File: src/rtl/sub_layer_mc.sv
// Nios II multicycle custom instruction: forward 4-bit S-box layer over a 32-bit word,
// with an optional round-key XOR applied first. One shared S-box is iterated across the nibbles.
module sub_layer_mc #(
  parameter int unsigned NIBBLES = 8
) (
  input  logic        clk,
  input  logic        reset_n,
  input  logic        clk_en,
  input  logic        start,
  input  logic [31:0] dataa,
  input  logic [31:0] datab,
  output logic        done,
  output logic [31:0] result
);

  localparam int unsigned   CW   = (NIBBLES > 1) ? $clog2(NIBBLES) : 1;
  localparam logic [CW-1:0] LAST = CW'(NIBBLES - 1);

  typedef enum logic [1:0] {IDLE, BUSY, DONE} state_t;

  state_t        state, state_nx;
  logic [CW-1:0] cnt;
  logic [31:0]   work, work_nx;
  logic          load, step, finish;

  function automatic logic [3:0] sbox(input logic [3:0] x);
    logic [3:0] y;
    case (x)
      4'h0: y = 4'hc;  4'h1: y = 4'h9;  4'h2: y = 4'hd;  4'h3: y = 4'h2;
      4'h4: y = 4'h5;  4'h5: y = 4'hf;  4'h6: y = 4'h3;  4'h7: y = 4'h8;
      4'h8: y = 4'h7;  4'h9: y = 4'he;  4'ha: y = 4'h0;  4'hb: y = 4'h1;
      4'hc: y = 4'ha;  4'hd: y = 4'h4;  4'he: y = 4'hb;  default: y = 4'h6;
    endcase
    return y;
  endfunction

  always_ff @(posedge clk or negedge reset_n) begin
    if (!reset_n)    state <= IDLE;
    else if (clk_en) state <= state_nx;
  end

  always_comb begin
    state_nx = state;
    case (state)
      IDLE:    if (start) state_nx = BUSY;
      BUSY:    if (cnt == LAST) state_nx = DONE;
      DONE:    state_nx = IDLE;
      default: state_nx = IDLE;
    endcase
  end

  always_comb begin
    load   = (state == IDLE) && start;
    step   = (state == BUSY);
    finish = step && (cnt == LAST);
  end

  // Only the nibble selected by cnt passes through the shared S-box this cycle.
  always_comb begin
    work_nx = work;
    for (int unsigned i = 0; i < NIBBLES; i++) begin
      if (cnt == CW'(i)) work_nx[4*i +: 4] = sbox(work[4*i +: 4]);
    end
  end

  always_ff @(posedge clk or negedge reset_n) begin
    if (!reset_n) begin
      work   <= '0;
      cnt    <= '0;
      result <= '0;
      done   <= 1'b0;
    end else if (clk_en) begin
      done <= finish;
      if (load) begin
        work <= dataa ^ datab;
        cnt  <= '0;
      end else if (step) begin
        work <= work_nx;
        cnt  <= cnt + 1'b1;
      end
      if (finish) result <= work_nx;
    end
  end

endmodule

File: config.mk
export PLATFORM = sky130hd
export DESIGN_NAME = sub_layer_mc
export DESIGN_NICKNAME = d
export VERILOG_FILES = /design/src/rtl/sub_layer_mc.sv
export SDC_FILE = /design/constraint.sdc
export NUM_CORES = 1
export LEC_CHECK = 0
export ABC_AREA = 1
export CAP_MARGIN = 0
export CORE_ASPECT_RATIO = 0.9
export CORE_MARGIN = 2
export CORE_UTILIZATION = 40
export CTS_CLUSTER_SIZE = 14
export DETAILED_ROUTE_END_ITERATION = 7
export PLACE_DENSITY = 0.75
export SLEW_MARGIN = 20
export SYNTH_ARGS = -nofsm -noshare
export SYNTH_HDL_FRONTEND = slang
export SYNTH_SLANG_ARGS = --single-unit
File: constraint.sdc
create_clock -name clk -period 2.2 [get_ports clk]
set_input_delay 0.22 -clock clk [delete_from_list [all_inputs] [get_ports clk]]
set_output_delay 0.22 -clock clk [all_outputs]
set_load 0.01 [all_outputs]
After elaboration in Yosys (flattened, before gate mapping)
Memory sizes are Yosys's and may differ from the RTL's. Cells that the tools add are included.

Equality and inequality tests: 10. Add/sub/neg operators: 1. Reduce and logical (&&, ||, !) cells: 8. Bitwise operators: 1. Mux-type cells: 15.

Operators by type and width (count): 32-bit two-way mux (2); 4-bit two-way mux (8); 32-bit bitwise XOR (1); 3-bit == test (second input constant) (4); 3-bit by 2-bit == test with 1-bit output (second input constant) (2); 3-bit two-way mux (2); 2-bit two-way mux (2); 2-bit one-hot mux with 2 select lines (1); 2-bit AND reduction (2); 3-bit by 1-bit adder with 3-bit output (second input constant) (1); 3-bit by 1-bit == test with 1-bit output (second input constant) (1); 3-bit zero test (1); 3-bit AND reduction (1); 2-bit by 1-bit == test with 1-bit output (second input constant) (1); 1-bit logical AND (2); 2-bit zero test (1); 2-bit by 1-bit inequality test with 1-bit output (second input constant) (1); 2-bit inequality test (second input constant) (1); 2-bit nonzero test (1).

Register bits after elaboration: 70. Input port bits: 68. Output and inout port bits: 33. Logic and storage cells: 48. Memories kept: 8. Memory bits (read-only): 512.

Memory list: (no name shown) (words 16, bits a word 4, rd ports 1, clocked after Yosys merged registers in 0, write ports 0, RTL line 28) `case (x)`; (no name shown) (words 16, bits a word 4, rd ports 1, clocked after Yosys merged registers in 0, write ports 0, RTL line 28); (no name shown) (words 16, bits a word 4, rd ports 1, clocked after Yosys merged registers in 0, write ports 0, RTL line 28); (no name shown) (words 16, bits a word 4, rd ports 1, clocked after Yosys merged registers in 0, write ports 0, RTL line 28); (no name shown) (words 16, bits a word 4, rd ports 1, clocked after Yosys merged registers in 0, write ports 0, RTL line 28); (no name shown) (words 16, bits a word 4, rd ports 1, clocked after Yosys merged registers in 0, write ports 0, RTL line 28); +2 memories.

Depth between registers and ports, before layout
Word-level depth: 4. Mapped depth: 10. Gate-level depth less buffers: 10.

Least setup slack after synthesis
OpenSTA, ideal clock, no wires.

Path kind: reg-to-reg. Start point: register cnt[0]. End point: register result[20]. Setup slack: 0.596 ns. Path buffers: 2. Clock period less this slack: 1.604 ns. Data arrival time: 1.475 ns. Setup time: 0.129 ns. Stages on the path, launching flop included: 8. Required time: 2.071 ns. Cell sequence: dfrtp_1 > ha_1 > ha_1 > inv_2 > nor3_2 > buf_6 > clkbuf_8 > a31oi_2.

Word-level cells in the longest chain between the ends: 3. Elaborated cells between the ends (all ways): 5. Classes of those cells: 2 x eq/ne; 1 x mux; 2 x reduce/logical.

RTL lines: start: declaration (RTL line 22) `logic [CW-1:0] cnt;`; start signal: assignment (RTL line 79) `cnt <= cnt + 1'b1;`; 3-bit == test (RTL line 55) `finish = step && (cnt == LAST);`; 1-bit logical AND (RTL line 55); 2-bit AND reduction (no source line); end signal: assignment (RTL line 81) `if (finish) result <= work_nx;`; end: declaration (RTL line 13) `output logic [31:0] result`.

Parallel ways exist; a longest one is shown, timed or not. A chain may end at the register's enable or synchronous reset.

Worst setup path in the final report
Start point: register cnt[0]. End point: register result[2].

Same word-level chain as after synthesis.

==> flow_summary.ini <==
[grt]
grt_use_total = 0.186
grt_antenna_before_repair = 0
grt_overflow = 0
grt_max_degree = 44
grt_pass1_vias = 4819
grt_pass1_wl_um = 22100

[place]
dpl_worst_slack_ps = 240
dpl.hpwl_um = 9250
gp_congestion = 0.927
place_area_um2 = 6410
dp_cells = 971
io_buffers = 100

[synth]
syn_inst = 723
avgSynthCellArea_um2 = 7.28
syn_nets = 837
synth_warnings = 0
ys_seq_area_frac = 0.333
synthesis.area_um2 = 5270
ys_ff_latch = 70
synth_cell_types = 25

[sta]
fin_hold_ws_ps = 377
finalSetupTns_ps = 0
fin_skew_ps = 4.82
setup_viol = 0
fin_crit_ps = 1790
maxSlewHeadroom = 0.612
fmax_mhz = 559
period_share = 0.813
final-hold-violation-count = 0
slew_viol_final = 0
setup_ws_ps = 411
tightest_slew_ps = 581
rsz0062_at_grt = false

[hold_path]
hold_class = in -> async

[route]
wl_per_cell_um = 12.9
drt_first_iter_violations = 364
drt-pass1-iter-count = 5
drc_errors = 0
ant_nets = 0
vias = 4899
drt-total-wl_um = 12700
avgViaCountPerCell = 4.96

[power_and_ir_drop]
ir_worst_vdd_mv = 0.491
p_per_area_nw_per_um2 = 1240
pwr-share-comb = 0.525
p_int_mw = 4.56
p_sw_mw = 3.74
p_seq_frac = 0.320
switching_share = 0.450
power.share.clock = 0.155
leakagePower_nw = 3.22

[finish]
fin_area_um2 = 6690
fin_nets = 934
syn_to_final_growth_pct = 27.1
fin_cells = 987
drive_gt1_frac = 0.0595
antenna_cells = 0

[cts]
cts_made_buffers = 9
cts_resized = 0
root_buffer = clkbuf_16
htreeDepth = 3
cts_sinks = 70
cts.path.max_buffers = 2
clk_latency_ps = 320
clk_pin_slew_ps = 50
cts_tree = built

[critical_path]
crit_chain = ha_1 > ha_1 > inv_2 > nor3_4 > buf_12 > buf_12 > nor2_1 > a31oi_1
critical_path.max_fanout = 28
endpoint_kind = flip-flop
critPathKind = reg -> reg
cp.required_ps = 2440
arrival_ps = 2030
critPathMaxStageDelay_ps = 400
worstSetupStartpointType = flip-flop
regToRegSetupSlack_ps = 410
timing.rr.end = result[2]
critical_path.slowest_cell = dfrtp_1
worstRegToRegCells = 8
worstReg2RegStart = cnt[0]

[outcome]
status = completed

[floorplan]
die_h_um = 113
io-pin-count = 101
die_w_um = 125
coreArea_um2 = 12800
fp-row-count = 39
start_util = 0.412
dieArea_um2 = 14100

[job]
cap_violations = 0
==> layout make-up <==
class / instances / area (um^2)
Clock buffer: 12 / 246
Clock inverter: 2 / 10.0
Tap cell: 164 / 205
Fill cell: 1224 / 6090
Timing Repair Buffer: 113 / 1150
Inverter: 73 / 274
Sequential cell: 70 / 1750
Multi-Input combinational cell: 553 / 3060
==> how the worst max path moves through the flow <==
| stage | start | to | slack (ps) |
|---|---|---|---|
| global route | cnt[2] | work[15] | 260 |
| floorplan | cnt[0] | result[20] | 600 |
| CTS | cnt[0] | result[23] | 180 |
| global placement | clk_en | result[23] | 300 |
| detailed placement | cnt[0] | result[23] | 240 |
| finish | cnt[0] | result[2] | 410 |
==> synth_stat cells (all sizes together) <==
master | count | area share
nand2 | 241 | 0.17
o21a | 3 | 0.0043
o21ai | 46 | 0.044
ha | 46 | 0.11
nor3 | 1 | 0.0019
a21oi | 11 | 0.010
a31oi | 23 | 0.050
buf | 18 | 0.026
nand3 | 99 | 0.094
o211ai | 3 | 0.0043
nor2 | 45 | 0.032
inv | 73 | 0.052
clkbuf | 9 | 0.010
o22ai | 1 | 0.0012
xnor2 | 30 | 0.050
nand4 | 2 | 0.0024
dfrtp | 70 | 0.33
xor2 | 2 | 0.0033
==> through the flow <==
stage	util	total power, mW
final	0.524	8.30
after global routing	0.524	9.20
after CTS	0.522	8.34
after detailed placement	0.501	7.00
after global placement	0.501	6.90
after floorplan	-	5.52
==> critical path: cells and delay by family, from the launching register on <==
kind	cells	cell delay (ps)
compound gates	1	150
buf+inv	3	430
flops	1	400
simple gates	2	280
fa+ha+maj	2	440
==> flip-flops by register name, indices dropped and copies added, names as in the netlist <==
register / flops
work: 32
state: 2
result: 32
cnt: 3
done: 1
==> cells by family after synthesis <==
| family | share of synthesized area |
|---|---|
| flops | 0.333 |
| simple gates | 0.303 |
| xor+xnor | 0.0532 |
| buf+inv | 0.0879 |
| compound gates | 0.114 |
| fa+ha+maj | 0.109 |
==> placed cells by master, fill, tap and decap left out, types with 19 or more instances in the layout <==
master,netlist,final
nor2_1,45,45
nand2_1,239,239
dfrtp_1,70,70
clkdlybuf4s50_1,0,99
nand3_1,99,99
xnor2_1,30,30
inv_1,71,71
a31oi_2,19,19
o21ai_0,46,46
ha_1,46,46
==> routing by layer <==
metal	track usage	share of wire	up-vias
met5	0	0	-
met2	0.317	0.48	135
met4	0.0459	0.013	0
met3	0.0440	0.054	14
met1	0.242	0.46	2242
li1	-	-	2508
==> power groups by stage <==
stage	combinational [mW]	clock (mW)	sequential [mW]
floorplan	3.04	0	2.47
global placement	4.23	0	2.67
detailed placement	4.34	0	2.66
CTS	4.37	1.31	2.65
global route	5.04	1.38	2.78
finish	4.36	1.29	2.66
==> what timing repair did <==
item	in CTS	in global routing
setup endpoints to repair	0	1
hold buffers	1	0
endpoints found under the hold margin	32	0
buffers inserted	0	1
Note: power is estimated with default switching activity, not from simulation.
